[config.mk]
export PLATFORM = sky130hd
export DESIGN_NAME = dbg_frame_tx
export DESIGN_NICKNAME = d
export VERILOG_FILES = /design/src/rtl/dbg_frame_tx.sv
export SDC_FILE = /design/constraint.sdc
export NUM_CORES = 1
export LEC_CHECK = 0
export ABC_AREA = 1
export CORE_MARGIN = 5
export CORE_UTILIZATION = 51
export CTS_CLUSTER_SIZE = 20
export DETAILED_ROUTE_END_ITERATION = 12
export PLACE_DENSITY_LB_ADDON = 0.12
export SETUP_SLACK_MARGIN = 0.3
export SLEW_MARGIN = 20
export SYNTH_ARGS = -nofsm -noshare
export SYNTH_HDL_FRONTEND = slang
export SYNTH_SLANG_ARGS = --single-unit
export TNS_END_PERCENT = 20
[constraint.sdc]
create_clock -name clk -period 11.14 [get_ports clk]
set_input_delay 1.114 -clock clk [delete_from_list [all_inputs] [get_ports clk]]
set_output_delay 1.114 -clock clk [all_outputs]
set_load 0.05 [all_outputs]
[src/rtl/dbg_frame_tx.sv]
// dbg_frame_tx: debug snapshot transmitter for the MU0 board.
// A trigger in IDLE latches the CPU debug buses into a snapshot. The snapshot
// is then sent as a 13-byte frame on a UART 8N1 line: sync byte, 11 payload
// bytes (pc, acc, ir, state, alu result, alu op) and a mod-256 checksum of
// the payload.
//
// Ports:
//   clk          - system clock
//   reset        - asynchronous, active-high reset
//   trigger      - single-cycle capture request
//   dbgPc        - program counter            (16)
//   dbgAcc       - accumulator                (16)
//   dbgIr        - instruction register       (16)
//   dbgState     - core state vector          (9)
//   dbgAluResult - ALU result                 (16)
//   dbgAluOp     - ALU opcode                 (4)
//   tx           - UART serial out, idles high (registered)
//   busy         - frame in progress (registered)
//   frame_done   - one-cycle pulse as the last stop bit completes (registered)
//   overrun      - one-cycle pulse for a trigger that arrives while busy (registered)

module dbg_frame_tx #(
   parameter int unsigned CLKS_PER_BIT = 234,
   parameter logic [7:0]  SYNC_BYTE    = 8'hA5
) (
   input  logic        clk,
   input  logic        reset,
   input  logic        trigger,
   input  logic [15:0] dbgPc,
   input  logic [15:0] dbgAcc,
   input  logic [15:0] dbgIr,
   input  logic [8:0]  dbgState,
   input  logic [15:0] dbgAluResult,
   input  logic [3:0]  dbgAluOp,
   output logic        tx,
   output logic        busy,
   output logic        frame_done,
   output logic        overrun
);

   localparam int unsigned BAUD_W    = (CLKS_PER_BIT > 1) ? $clog2(CLKS_PER_BIT) : 1;
   localparam int unsigned LAST_BYTE = 12;
   localparam int unsigned LAST_BIT  = 7;

   typedef enum logic [1:0] {
      IDLE  = 2'd0,
      START = 2'd1,
      DATA  = 2'd2,
      STOP  = 2'd3
   } state_t;

   state_t              state, state_nx;
   logic [BAUD_W-1:0]   baud_cnt, baud_nx;
   logic [2:0]          bit_idx, bit_nx;
   logic [3:0]          byte_idx, byte_nx;
   logic                load_snap;
   logic                baud_end;

   logic [15:0]         snap_pc, snap_acc, snap_ir, snap_res;
   logic [8:0]          snap_state;
   logic [3:0]          snap_op;

   logic [7:0]          chk;
   logic [7:0]          byte_sel;
   logic                tx_nx, busy_nx, done_nx, ovr_nx;

   // State register, counters, snapshot and registered outputs
   always_ff @(posedge clk or posedge reset) begin
      if (reset) begin
         state      <= IDLE;
         baud_cnt   <= '0;
         bit_idx    <= '0;
         byte_idx   <= '0;
         snap_pc    <= '0;
         snap_acc   <= '0;
         snap_ir    <= '0;
         snap_state <= '0;
         snap_res   <= '0;
         snap_op    <= '0;
         tx         <= 1'b1;
         busy       <= 1'b0;
         frame_done <= 1'b0;
         overrun    <= 1'b0;
      end else begin
         state      <= state_nx;
         baud_cnt   <= baud_nx;
         bit_idx    <= bit_nx;
         byte_idx   <= byte_nx;
         if (load_snap) begin
            snap_pc    <= dbgPc;
            snap_acc   <= dbgAcc;
            snap_ir    <= dbgIr;
            snap_state <= dbgState;
            snap_res   <= dbgAluResult;
            snap_op    <= dbgAluOp;
         end
         tx         <= tx_nx;
         busy       <= busy_nx;
         frame_done <= done_nx;
         overrun    <= ovr_nx;
      end
   end

   // Next-state and counter logic; the baud counter wraps at CLKS_PER_BIT-1
   always_comb begin
      state_nx  = state;
      baud_nx   = baud_cnt;
      bit_nx    = bit_idx;
      byte_nx   = byte_idx;
      load_snap = 1'b0;
      baud_end  = (baud_cnt == BAUD_W'(CLKS_PER_BIT - 1));

      if (state != IDLE) begin
         baud_nx = baud_end ? '0 : baud_cnt + BAUD_W'(1);
      end

      case (state)
         IDLE: begin
            if (trigger) begin
               state_nx  = START;
               baud_nx   = '0;
               bit_nx    = '0;
               byte_nx   = '0;
               load_snap = 1'b1;
            end
         end
         START: begin
            if (baud_end) begin
               state_nx = DATA;
               bit_nx   = '0;
            end
         end
         DATA: begin
            if (baud_end) begin
               if (bit_idx == 3'(LAST_BIT)) begin
                  state_nx = STOP;
               end else begin
                  bit_nx = bit_idx + 3'd1;
               end
            end
         end
         STOP: begin
            if (baud_end) begin
               if (byte_idx == 4'(LAST_BYTE)) begin
                  state_nx = IDLE;
               end else begin
                  state_nx = START;
                  byte_nx  = byte_idx + 4'd1;
               end
            end
         end
         default: state_nx = IDLE;
      endcase
   end

   // Payload checksum: 8-bit sum of the 11 payload bytes (sync excluded)
   always_comb begin
      chk = snap_pc[15:8]  + snap_pc[7:0]
          + snap_acc[15:8] + snap_acc[7:0]
          + snap_ir[15:8]  + snap_ir[7:0]
          + {7'b0, snap_state[8]} + snap_state[7:0]
          + snap_res[15:8] + snap_res[7:0]
          + {4'b0, snap_op};
   end

   // Output logic: next values of the registered outputs, from the next state
   always_comb begin
      byte_sel = chk;
      case (byte_nx)
         4'd0:    byte_sel = SYNC_BYTE;
         4'd1:    byte_sel = snap_pc[15:8];
         4'd2:    byte_sel = snap_pc[7:0];
         4'd3:    byte_sel = snap_acc[15:8];
         4'd4:    byte_sel = snap_acc[7:0];
         4'd5:    byte_sel = snap_ir[15:8];
         4'd6:    byte_sel = snap_ir[7:0];
         4'd7:    byte_sel = {7'b0, snap_state[8]};
         4'd8:    byte_sel = snap_state[7:0];
         4'd9:    byte_sel = snap_res[15:8];
         4'd10:   byte_sel = snap_res[7:0];
         4'd11:   byte_sel = {4'b0, snap_op};
         default: byte_sel = chk;
      endcase

      tx_nx = 1'b1;
      case (state_nx)
         START:   tx_nx = 1'b0;
         DATA:    tx_nx = byte_sel[bit_nx];
         default: tx_nx = 1'b1;
      endcase

      busy_nx = (state_nx != IDLE);
      // Completion is the STOP -> IDLE transition of the last byte
      done_nx = (state == STOP) && (state_nx == IDLE);
      // Only a registered IDLE accepts a trigger, including the done cycle
      ovr_nx  = trigger && (state != IDLE);
   end

endmodule

==> run summary <==
Of all nets on the critical path, the largest fanout is 3. The top cell family by delay on the critical path is adder cells. The via count is a little over 5k. The die extent in y is 126 um.

The layout filler cell count is roughly 1.1k. The number of antenna violations at the first check in global routing is 0. The cell repeated most along the worst path is nand2_1. The number of global-route vias before repair came out at between 5k and 6k. The clock tree synthesis step divided the H-tree into 3 levels. After clock tree synthesis, the setup repair step added 0 buffers. After detailed routing, the average wire length per cell comes to around 16 um. The area taken by multi-input logic gates is 3830 um2.

The remaining global-route overflow came out at 0. When the netlist entered floorplanning its net count stood at approximately 880. The Yosys step of the flow raised 0 warnings. Across the whole layout, storage elements account for between 2000 and 2500 um2. The initial core utilization is ~52%. Together, buffers and inverters on the worst path number 6. The number of nets still failing antenna checks after routing came out at 0. The post-CTS clock slew at the launch and capture registers of the worst setup and hold paths is roughly 0.07 ns.

TritonCTS built the clock tree. The number of CTS-inserted buffers is 9. The minimum hold slack is around 0.56 ns. The worst hold path belongs to the class flop to flop. The largest individual stage delay along the critical path comes from the cell fa_1. From synthesis to final layout, the design area changed by 19.0%.

The post-route minimum period came out at about 4.9 ns. The delay of the slowest critical-path stage came out at 0.55 ns. The first-pass detailed-route iteration total is 5. The count of cell types in the netlist is 40. The area of the core is between 10,000 and 15,000 um2. Each instance of the synthesized netlist takes up on average between 9 and 10 um2.

The final critical path takes up 44.3% of the cycle. The required time of the critical path is approximately 11 ns. The total count of hold-check failures in the final report came out at 0. For the final database, setup skew stands at around 0.011 ns.

The later-pin clock latency in the skew report came out at between 0.3 and 0.4 ns. During I/O placement, the number of pins put on the boundary was 84. The post-synthesis sequential element count is 98. Buffers inserted to repair hold after CTS numbered 0.

The all-layer global routing usage is 21.5%. Leaving out fill and tap cells, the most frequent cells in the layout are nand2_1, inv_1, dfrtp_1. The placed wire-length estimate is approximately 12 mm. The count of unresolved DRC violations after routing is 0. The root buffer cell is clkbuf_16.

The post-cts resize count came out at 0. The summed negative setup slack over all endpoints came out at 0 ns. The critical path is of the flop to flop type. The actual slew at the worst max-slew pin is 1.09 ns. The number of buffers on the longest clock path came out at 2. The highest clock frequency the design can meet came out at roughly 200 MHz. The number of antenna diodes in the final layout is 0.

The number of standard-cell rows in the floorplan is between 40 and 50. In the final design database the tool counted approximately 950 nets. Cells with a size suffix above 1 make up between 15 and 20% of the layout. The leading cell type in the layout, fill and taps excluded is nand2_1. In this run the tightest slew margin relative to its limit is around 28%. The worst setup path is captured at a flop. In the routed layout, each cell is associated on average with a via count of ~5.2. Traced cell by cell, the critical path runs through fa_1, inv_1, fa_1, fa_1, fa_1, inv_1, fa_1, inv_1, fa_1, inv_1, nand4_1, a31o_2, nand2_1, inv_1, nand2_1, nand3_1, nand2_1, inv_1, nand2_1, nand3_1, nand3_1, nand2_1, nand2_1, nand2_1. The first routing iteration left 246 violations.

The total of max-cap violations is 0. The number of port buffers came out at slightly above 80. The wire length of the first global-routing pass is 27.0 mm. The floorplan step defined a die boundary enclosing between 15,000 and 20,000 um2. Setup repair after global routing left no endpoint under its margin. The placer congestion estimate came out at 0.859. The worst setup path is launched from a flop. Synthesis produced between 700 and 800 cells. Of the synthesized area, sequential elements account for between 30% and 40%. Data arrives at the worst endpoint at around 5.2 ns. The total length of routed wires came out at between 15 and 20 mm. Setup violations remaining at the end of the flow were counted as 0. The final number of max-transition violations came out at 0. The run finished with clean final reports.

Entering global routing, the biggest net connects between 80 and 90 pins. In this run the horizontal extent of the chip is 126 um. The clock sink total is 98. The total standard cell area after synthesis is 6850 um2.
## cell type report
type,count,share of cell area (%)
timing repair buffer,84,10.3
clock buffer,10,2.93
inverter,117,5.51
tap,176,2.70
multi-input combinational,493,47.1
clock inverter,6,1.40
sequential,98,30.1
## state kept, by name, summed over array words and instances, names as in the netlist
signal / cells
state: 2
overrun: 1
busy: 1
snap_state: 9
snap_acc: 16
snap_res: 16
frame_done: 1
snap_ir: 16
snap_op: 4
baud_cnt: 8
tx: 1
snap_pc: 16
bit_idx: 3
byte_idx: 4
## worst register-to-register path: stages (launching register included)
cell     delay [ns]
dfrtp_1        0.42
fa_1           0.55
inv_1          0.06
fa_1           0.50
fa_1           0.52
fa_1           0.54
inv_1          0.05
fa_1           0.53
inv_1          0.07
fa_1           0.47
inv_1          0.10
nand4_1        0.12
a31o_2         0.22
nand2_1        0.07
inv_1          0.05
nand2_1        0.06
nand3_1        0.06
nand2_1        0.06
inv_1          0.04
nand2_1        0.05
nand3_1        0.07
nand3_1        0.08
nand2_1        0.06
nand2_1        0.06
nand2_1        0.05
## routing by layer
metal / global-route usage [%] / part of all wire, % / vias to the layer above
li1: - / - / 2456
met1: 28.5 / 44 / 2496
met2: 34.3 / 47 / 158
met3: 4.19 / 5.8 / 35
met4: 9.84 / 3.5 / 0
met5: 0 / 0 / -
## path summary, 6_finish.rpt
kind | from | endpoint | cells after the start | slack [ns]
hold reg to reg | snap_acc[15]$_DFFE_PP0P_ | snap_acc[15]$_DFFE_PP0P_ | 2 | 0.56
min in group asynchronous | reset | snap_ir[6]$_DFFE_PP0P_ | 2 | 1.11
hold / removal | snap_acc[15]$_DFFE_PP0P_ | snap_acc[15]$_DFFE_PP0P_ | 2 | 0.56
setup / recovery | snap_pc[2]$_DFFE_PP0P_ | tx$_DFF_PP1_ | 24 | 6.21
setup reg to reg | snap_pc[2]$_DFFE_PP0P_ | tx$_DFF_PP1_ | 24 | 6.21
max in group asynchronous | reset | snap_pc[1]$_DFFE_PP0P_ | 3 | 8.85
## synth_stat cells (all sizes together)
library cell	n	share of area [%]
ha	22	4.0
dfrtp	97	35
nor2	61	5.0
xnor2	8	1.0
a22oi	3	0.40
nand4	5	0.46
nor3b	2	0.22
buf	8	1.3
inv	117	6.5
nand3	83	6.2
a41o	1	0.15
mux2	71	12
fa	48	14
and3	1	0.091
dfstp	1	0.38
clkbuf	9	0.49
o21ai	14	1.0
nor3	3	0.22
nand2	139	8.3
xor2	7	0.90
o21a	1	0.11
or2	1	0.13
nand3b	2	0.22
a31o	1	0.13
o32ai	1	0.13
a31oi	1	0.091
a21oi	15	1.1
nand2b	2	0.18
o22ai	1	0.091
## stage by stage
| step | cells | utilization (%) | setup slack, ns | instance area, um2 |
|---|---|---|---|---|
| after floorplan | 725 | - | 6.52 | 6850 |
| after global placement | 968 | 59.1 | 6.36 | 7790 |
| after detailed placement | 968 | 59.1 | 6.25 | 7790 |
| after CTS | 984 | 61.8 | 6.20 | 8150 |
| after global routing | 984 | 61.8 | 5.85 | 8150 |
| final | 984 | 61.8 | 6.21 | 8150 |
## cells by family after synthesis
group	count (synthesis)	share of synthesized area, %
AO/OA/AOI/OAI	38	3.22
XOR/XNOR	15	1.92
adder cells (fa/ha/maj)	70	18.1
buffers and inverters	134	8.28
flip-flops	98	35.8
multiplexers	71	11.7
AND/OR/NAND/NOR	299	21.0
Power is left out: the tool's default activity adds up to more than one toggle a clock period on the data nets, which glitch-free logic cannot reach.
